===== config.mk =====
export PLATFORM = sky130hd
export DESIGN_NAME = comp_thresh_wr_ctrl_flat
export DESIGN_NICKNAME = d
export VERILOG_FILES = /design/src/rtl/comp_thresh_wr_ctrl_if.sv /design/src/rtl/comp_thresh_wr_ctrl.sv /design/src/flat_wrapper.sv
export SDC_FILE = /design/constraint.sdc
export NUM_CORES = 1
export LEC_CHECK = 0
export CAP_MARGIN = 5
export CORE_MARGIN = 2
export CORE_UTILIZATION = 38
export DETAILED_ROUTE_END_ITERATION = 7
export PLACE_DENSITY_LB_ADDON = 0.3
export SLEW_MARGIN = 15
export SYNTH_ARGS = -nofsm -noshare
export SYNTH_HDL_FRONTEND = slang
export SYNTH_SLANG_ARGS = --single-unit

===== constraint.sdc =====
create_clock -name clk -period 3.7 [get_ports clk]
set_input_delay 0.74 -clock clk [delete_from_list [all_inputs] [get_ports clk]]
set_output_delay 0.74 -clock clk [all_outputs]
set_load 0.02 [all_outputs]

===== src/rtl/comp_thresh_wr_ctrl_if.sv =====
// Slow-control write port, load-FSM handshake and status of the comparator-threshold
// DAC write front end.
interface comp_thresh_wr_ctrl_if;
  logic        wr_stb;
  logic [11:0] wr_data;
  logic        clr_err;
  logic        shft_ena;
  logic        set_done;
  logic        start;
  logic        sdata;
  logic        busy;
  logic        overrun;
  logic        shift_err;
  logic        tmo_err;

  modport slave (
    input  wr_stb, wr_data, clr_err, shft_ena, set_done,
    output start, sdata, busy, overrun, shift_err, tmo_err
  );

  modport master (
    output wr_stb, wr_data, clr_err, shft_ena, set_done,
    input  start, sdata, busy, overrun, shift_err, tmo_err
  );
endinterface


===== src/rtl/comp_thresh_wr_ctrl.sv =====
// Builds {CMD, threshold} DAC words, hands them to the load FSM via START and shifts them
// out MSB-first; keeps one pending write and sticky overrun/shift/timeout flags.
module comp_thresh_wr_ctrl #(
  parameter logic [3:0]  CMD     = 4'h3,
  parameter int unsigned TMO_CYC = 64
) (
  input logic                   clk,
  input logic                   rst_n,
  comp_thresh_wr_ctrl_if.slave  bus
);

  localparam int unsigned    TW      = $clog2(TMO_CYC + 1);
  localparam logic [TW-1:0]  TmoLast = TW'(TMO_CYC - 1);

  localparam logic [1:0] StIdle    = 2'd0;
  localparam logic [1:0] StReq     = 2'd1;
  localparam logic [1:0] StRelease = 2'd2;

  logic [1:0]    state_q, state_d;
  logic [15:0]   sreg_q, sreg_d;
  logic [11:0]   pend_q, pend_d;
  logic          pend_vld_q, pend_vld_d;
  logic [4:0]    bcnt_q, bcnt_d;
  logic [TW-1:0] tmo_q, tmo_d;
  logic          start_q, start_d;
  logic          ovr_q, ovr_d;
  logic          shf_err_q, shf_err_d;
  logic          tmo_err_q, tmo_err_d;
  logic          ovr_set, shf_set, tmo_set;

  always_comb begin
    state_d    = state_q;
    sreg_d     = sreg_q;
    pend_d     = pend_q;
    pend_vld_d = pend_vld_q;
    bcnt_d     = bcnt_q;
    tmo_d      = tmo_q;
    ovr_set    = 1'b0;
    shf_set    = 1'b0;
    tmo_set    = 1'b0;

    case (state_q)
      StIdle: begin
        // A fresh strobe beats the buffered value, which then waits for the next load.
        if (bus.wr_stb) begin
          sreg_d  = {CMD, bus.wr_data};
          bcnt_d  = 5'd0;
          tmo_d   = '0;
          state_d = StReq;
        end else if (pend_vld_q) begin
          sreg_d     = {CMD, pend_q};
          pend_vld_d = 1'b0;
          bcnt_d     = 5'd0;
          tmo_d      = '0;
          state_d    = StReq;
        end
      end
      StReq: begin
        if (bus.shft_ena) begin
          sreg_d = {sreg_q[14:0], 1'b0};
          if (bcnt_q != 5'd31) bcnt_d = bcnt_q + 5'd1;
        end
        if (bus.set_done) begin
          state_d = StRelease;
          tmo_d   = '0;
          if (bcnt_q != 5'd16) shf_set = 1'b1;
        end else if (tmo_q == TmoLast) begin
          tmo_set = 1'b1;
          tmo_d   = '0;
          state_d = StIdle;
        end else begin
          tmo_d = tmo_q + TW'(1);
        end
      end
      StRelease: begin
        if (!bus.set_done) begin
          tmo_d   = '0;
          state_d = StIdle;
        end else if (tmo_q == TmoLast) begin
          tmo_set = 1'b1;
          tmo_d   = '0;
          state_d = StIdle;
        end else begin
          tmo_d = tmo_q + TW'(1);
        end
      end
      default: begin
        state_d = StIdle;
        tmo_d   = '0;
      end
    endcase

    if (state_q != StIdle && bus.wr_stb) begin
      pend_d     = bus.wr_data;
      pend_vld_d = 1'b1;
      if (pend_vld_q) ovr_set = 1'b1;
    end

    start_d   = (state_d == StReq);
    ovr_d     = ovr_set | (ovr_q & ~bus.clr_err);
    shf_err_d = shf_set | (shf_err_q & ~bus.clr_err);
    tmo_err_d = tmo_set | (tmo_err_q & ~bus.clr_err);
  end

  always_ff @(posedge clk or negedge rst_n) begin
    if (!rst_n) begin
      state_q    <= StIdle;
      sreg_q     <= '0;
      pend_q     <= '0;
      pend_vld_q <= 1'b0;
      bcnt_q     <= '0;
      tmo_q      <= '0;
      start_q    <= 1'b0;
      ovr_q      <= 1'b0;
      shf_err_q  <= 1'b0;
      tmo_err_q  <= 1'b0;
    end else begin
      state_q    <= state_d;
      sreg_q     <= sreg_d;
      pend_q     <= pend_d;
      pend_vld_q <= pend_vld_d;
      bcnt_q     <= bcnt_d;
      tmo_q      <= tmo_d;
      start_q    <= start_d;
      ovr_q      <= ovr_d;
      shf_err_q  <= shf_err_d;
      tmo_err_q  <= tmo_err_d;
    end
  end

  assign bus.start     = start_q;
  assign bus.sdata     = sreg_q[15];
  assign bus.busy      = (state_q != StIdle) | pend_vld_q;
  assign bus.overrun   = ovr_q;
  assign bus.shift_err = shf_err_q;
  assign bus.tmo_err   = tmo_err_q;

endmodule


===== src/flat_wrapper.sv =====
// flat-port wrapper written by rule: the top's interface ports become plain ports
module comp_thresh_wr_ctrl_flat 
#(
  parameter logic [3:0]  CMD     = 4'h3,
  parameter int unsigned TMO_CYC = 64
)
  (clk, rst_n, bus_wr_stb, bus_wr_data, bus_clr_err, bus_shft_ena, bus_set_done, bus_start, bus_sdata, bus_busy, bus_overrun, bus_shift_err, bus_tmo_err);
  comp_thresh_wr_ctrl_if bus_i ();
  input logic clk;
  input logic rst_n;
  input wire logic [$bits(bus_i.wr_stb)-1:0] bus_wr_stb;
  input wire logic [$bits(bus_i.wr_data)-1:0] bus_wr_data;
  input wire logic [$bits(bus_i.clr_err)-1:0] bus_clr_err;
  input wire logic [$bits(bus_i.shft_ena)-1:0] bus_shft_ena;
  input wire logic [$bits(bus_i.set_done)-1:0] bus_set_done;
  output wire logic [$bits(bus_i.start)-1:0] bus_start;
  output wire logic [$bits(bus_i.sdata)-1:0] bus_sdata;
  output wire logic [$bits(bus_i.busy)-1:0] bus_busy;
  output wire logic [$bits(bus_i.overrun)-1:0] bus_overrun;
  output wire logic [$bits(bus_i.shift_err)-1:0] bus_shift_err;
  output wire logic [$bits(bus_i.tmo_err)-1:0] bus_tmo_err;
  assign bus_i.wr_stb = bus_wr_stb;
  assign bus_i.wr_data = bus_wr_data;
  assign bus_i.clr_err = bus_clr_err;
  assign bus_i.shft_ena = bus_shft_ena;
  assign bus_i.set_done = bus_set_done;
  assign bus_start = bus_i.start;
  assign bus_sdata = bus_i.sdata;
  assign bus_busy = bus_i.busy;
  assign bus_overrun = bus_i.overrun;
  assign bus_shift_err = bus_i.shift_err;
  assign bus_tmo_err = bus_i.tmo_err;
  comp_thresh_wr_ctrl #(.CMD(CMD), .TMO_CYC(TMO_CYC)) u_core (.clk(clk), .rst_n(rst_n), .bus(bus_i));
endmodule

[Word-level counts from Yosys, hierarchy flattened]
Cells that the tools add are included.
Word-level totals
  register bits: 47
  logic and storage cells: 71
  output and inout port bits: 6
Operators by class
  equal/unequal tests: 10
  muxes and demuxes: 33
  add/sub/neg operators: 2
  reduce and logical (&&, ||, !) cells: 8
  bitwise gates (word level): 8
Operators with widths (count)
  $mux 16: 3
  $mux 7: 5
  $pmux 16 s2: 1
  $pmux 7 s3: 1
  $mux 5: 4
  $mux 1: 11
  $mux 2: 5
  $ne 5x5->1 const B: 2
  $pmux 5 s2: 1
  $add 7x1->7 const B: 1
  $eq 7x6->1 const B: 1
  $pmux 2 s3: 1
  $reduce_bool 2->1: 3
  $add 5x1->5 const B: 1
  $eq 2x1->1 const B: 2
  $ne 2x1->1 const B: 2
  $or 1x1->1: 4
  $reduce_and 4->1: 1
  $and 1x1->1: 3
  $ne 3x2->1 const B: 1
  $reduce_and 3->1: 1
  $eq 2x2->1 const B: 1
  $logic_not 2->1: 1
  $ne 2x2->1 const B: 1
  other kinds (4): 4

[Logic depth before layout (Yosys ltp)]
  depth in word-level cells: 5
  gate-level depth with buffers: 8
  mapped depth without buffers: 6

[Worst setup path before layout]
Ideal clock, no wire load.
  path kind: input-to-reg
  start: in bus_wr_stb
  end: reg u_core.sreg_q[10]
  library setup time: 0.125 ns
  buffers on the path: 3
  slack: 1.457 ns
  data arrival time: 2.118 ns
  required time: 3.575 ns
  cell stages on the path: 8
  cells stage by stage: buf_2 -> buf_4 -> inv_1 -> ha_1 -> nor2b_2 -> nor2_2 -> buf_6 -> mux2_4
On the way
  longest elaborated chain between the ends: 2
  elaborated cells on any way between the ends: 4
Ends and longest elaborated chain
  start: declaration: RTL line flat_wrapper.sv:11  | input wire logic [$bits(bus_i.wr_stb)-1:0] bus_wr_stb;
  $ne 3x2->1 (no line) / $mux 16 (equally long branches)
  $reduce_and 3->1 (no line) / $pmux 16 s2 (equally long branches)
  end signal: assignment: RTL line comp_thresh_wr_ctrl.sv:119  | sreg_q <= sreg_d;
  end: declaration: RTL line comp_thresh_wr_ctrl.sv:20  | logic [15:0] sreg_q, sreg_d;
Parallel ways exist; a longest one is shown, timed or not.
A chain may end at the register's enable or synchronous reset.

[Worst setup path after layout]
  start: reg u_core.state_q[1]
  end: reg u_core.sreg_q[8]
On the way
  longest elaborated chain between the ends: 3
  elaborated cells on any way between the ends: 7
Ends and longest elaborated chain
  start: declaration: RTL line comp_thresh_wr_ctrl.sv:19  | logic [1:0] state_q, state_d;
  start signal: assignment: RTL line comp_thresh_wr_ctrl.sv:107  | state_q <= StIdle;
  start signal: assignment: RTL line comp_thresh_wr_ctrl.sv:118  | state_q <= state_d;
  $eq 2x1->1 / $logic_not 2->1 (equally long branches): RTL line comp_thresh_wr_ctrl.sv:42  | case (state_q)
  $ne 2x2->1 (no line) (tied with other cells)
  $reduce_and 3->1 (no line)
Parallel ways exist; a longest one is shown, timed or not.

==> metrics <==
status=complete, but fails checks; failing checks=DRC; Leak=1.25 nW; Worst Skew=0.00697 ns; cts repair resizes=0; Area Growth Syn to Fin=13.9%; post-synthesis sequential element count=47; Total GRT Usage=13.7%; setup violators final=0; 1st-iter DRT viols=110; TritonCTS clock tree=built; layout cells sized above 1=16.3%; row count=29; commonest non-fill, non-tap cell in the layout=dfrtp_1; DRC=2; via count=1726; first-pass GRT wire length=8.02 mm; EDFF count, synth=0; Top FF cell, synth=dfrtp_1; Syn. warnings=0; die area=7370 um^2; number of routed nets with antenna violations=0; Final GP Congestion=0.782; placed cell areas=2810 um^2; CTS Root Cell=clkbuf_8; Synth Area in Simple Gates=12.1%; peak supply drop=324 uV; I/O pin cnt=24; crit path max fanout=24; Cells after Synth=229; initial core utilization=39.6%; Synth Net Count=257; period utilisation layout=71.5%; Max Buffers Root-to-Sink=2; port buffer count=23; Antenna diodes=0; global route overflow=0; Synth Area in XOR/XNOR=0%; Final nets=278; largest net degree at the start of global routing=48; Worst-Skew Late Latency=0.30 ns; HP Class=in2async; synth unique cells=43; initial antenna violation count=0; main combinational cell family by area after synthesis=multiplexers; CTS sink cnt=47; die extent in x=85.9 um; power density of the placed cells=728 nW/um^2; clock transition at the registers of the reported paths=0.09 ns; vias in the first global route=1681; CTS H-tree depth=2; Fmax achieved=378 MHz; total CTS buffers=5; asr flop ratio synth=100%; first-pass iteration count of the detailed router=6; Rel. slew slack=47.5%; RSZ-0062 raised after global routing=false; Die Height=85.9 um; Avg Vias per Cell=5.26; CTS Hold Bufs=0; Max Cap Violations=0; Final TNS setup=0 ns; DPL Wire Length=3.17 mm; compound-cell area share of the yosys netlist=13.5%; crit path kind=reg2reg; sequential area share after synthesis=46.2%; Slew Viols, Final=0; fin area=2900 um^2; Avg Cell Area, Syn=11.1 um^2; post-synthesis mux area share=18.9%; Fin. Hold Viols=0; Setup Buffers After CTS=0; Synth Cell Area=2550 um^2; critical path data arrival time=2.83 ns; CP endpoint kind=flop; startpoint types=flop; Req. time, crit path=3.89 ns; core area=6420 um^2; WL per Instance=14.1 um; Slew @ Worst Pin=0.784 ns; Tmin final=2.64 ns; commonest non-fill, non-tap cells in the layout=dfrtp_1 (47), nand2_1 (23), o21ai_0 (22), clkdlybuf4s50_1 (22); Post-Synth Adder-Cell Area=4.91%; WL final=4.62 mm
worst max-delay path, stage by stage, from the launching register on:
cell     delay, ns
dfrtp_1       0.45
inv_1         0.11
ha_1          0.37
ha_1          0.23
nor2b_2       0.65
nor2_2        0.34
mux2_1        0.38
kinds of logic (layout without fill, tap and decap cells):
| family | count (synthesis) | after routing |
|---|---|---|
| buf+inv | 22 | 44 |
| mux | 40 | 40 |
| simple gates | 57 | 57 |
| fa+ha+maj | 10 | 10 |
| compound gates | 53 | 53 |
| flops | 47 | 47 |
registers in the layout, indices dropped and copies added (netlist names):
signal,cells
u_core.bus.shift_err,1
u_core.pend_q,12
u_core.pend_vld_q,1
u_core.bcnt_q,5
u_core.state_q,2
u_core.bus.tmo_err,1
u_core.bus.overrun,1
u_core.bus.start,1
u_core.sreg_q,16
u_core.tmo_q,7
report_power, final:
part | total [mW] | internal, mW | leakage (nW) | switching, mW
registers | 0.833 | 0.712 | 0.594 | 0.121
logic | 0.971 | 0.494 | 0.611 | 0.477
clock network | 0.308 | 0.132 | 0.0412 | 0.176
cell usage after synthesis (2+ instances only):
library cell	count	share of area [%]
ha_1	10	4.9
nand3_1	6	1.2
mux2i_1	14	5.5
dfrtp_1	47	46
nor2b_1	4	0.98
inv_1	11	1.6
nand2_1	23	3.4
buf_2	2	0.39
nand2b_1	5	1.2
clkbuf_1	5	0.74
o31ai_1	2	0.59
o21bai_1	2	0.59
o311ai_1	3	1.0
or3_1	3	0.74
a211oi_1	2	0.59
a22oi_1	2	0.59
a21o_1	2	0.59
o22ai_1	3	0.74
o21ai_1	6	1.2
nor3_1	3	0.59
o21ai_0	22	4.3
mux2_4	10	5.9
a31oi_1	2	0.49
nand3b_1	4	1.2
mux2_2	14	6.2
o211ai_2	3	1.5
buf_6	3	1.3
layout make-up:
cell class | instances | area (um^2)
inverters | 11 | 41.3
fillers | 589 | 3520
repair buffers | 25 | 243
clock buffers | 6 | 72.6
flip-flops and latches | 47 | 1180
clock inverters | 2 | 12.5
well taps | 77 | 96.3
multi-input cells | 160 | 1260
final timing paths:
check	from	endpoint	slack (ns)	cells after the start
setup / recovery	u_core.state_q[1]	u_core.sreg_q[8]	1.06	6
hold / removal	rst_n	u_core.tmo_q[2]	0.45	1
setup reg to reg	u_core.state_q[1]	u_core.sreg_q[8]	1.06	6
hold reg to reg	u_core.sreg_q[0]	u_core.sreg_q[0]	0.49	1
max in group asynchronous	rst_n	u_core.pend_q[3]	2.85	1
min in group clk	u_core.sreg_q[0]	u_core.sreg_q[0]	0.49	1
per-stage QoR:
stage | utilization (%) | std cells | hold WS [ns] | setup WS [ns] | total power, mW
2_1_floorplan | - | 229 | 0.444 | 1.46 | 1.63
5_1_grt | 45.2 | 328 | 0.492 | 0.806 | 2.30
4_1_cts | 45.1 | 328 | 0.497 | 1.02 | 2.14
3_5_place_dp | 43.8 | 320 | 0.466 | 0.762 | 1.83
3_3_place_gp | 43.8 | 320 | 0.468 | 0.766 | 1.81
6_report | 45.2 | 328 | 0.450 | 1.06 | 2.11
layer usage:
metal / wire length, um / vias up / GRT usage (%)
met5: 0 / - / 0
met4: 36 / 0 / 3.90
met3: 128 / 2 / 3.37
met2: 2140 / 19 / 21.2
met1: 2320 / 846 / 19.2
li1: - / 859 / -
(Power assumes the default switching activity.)
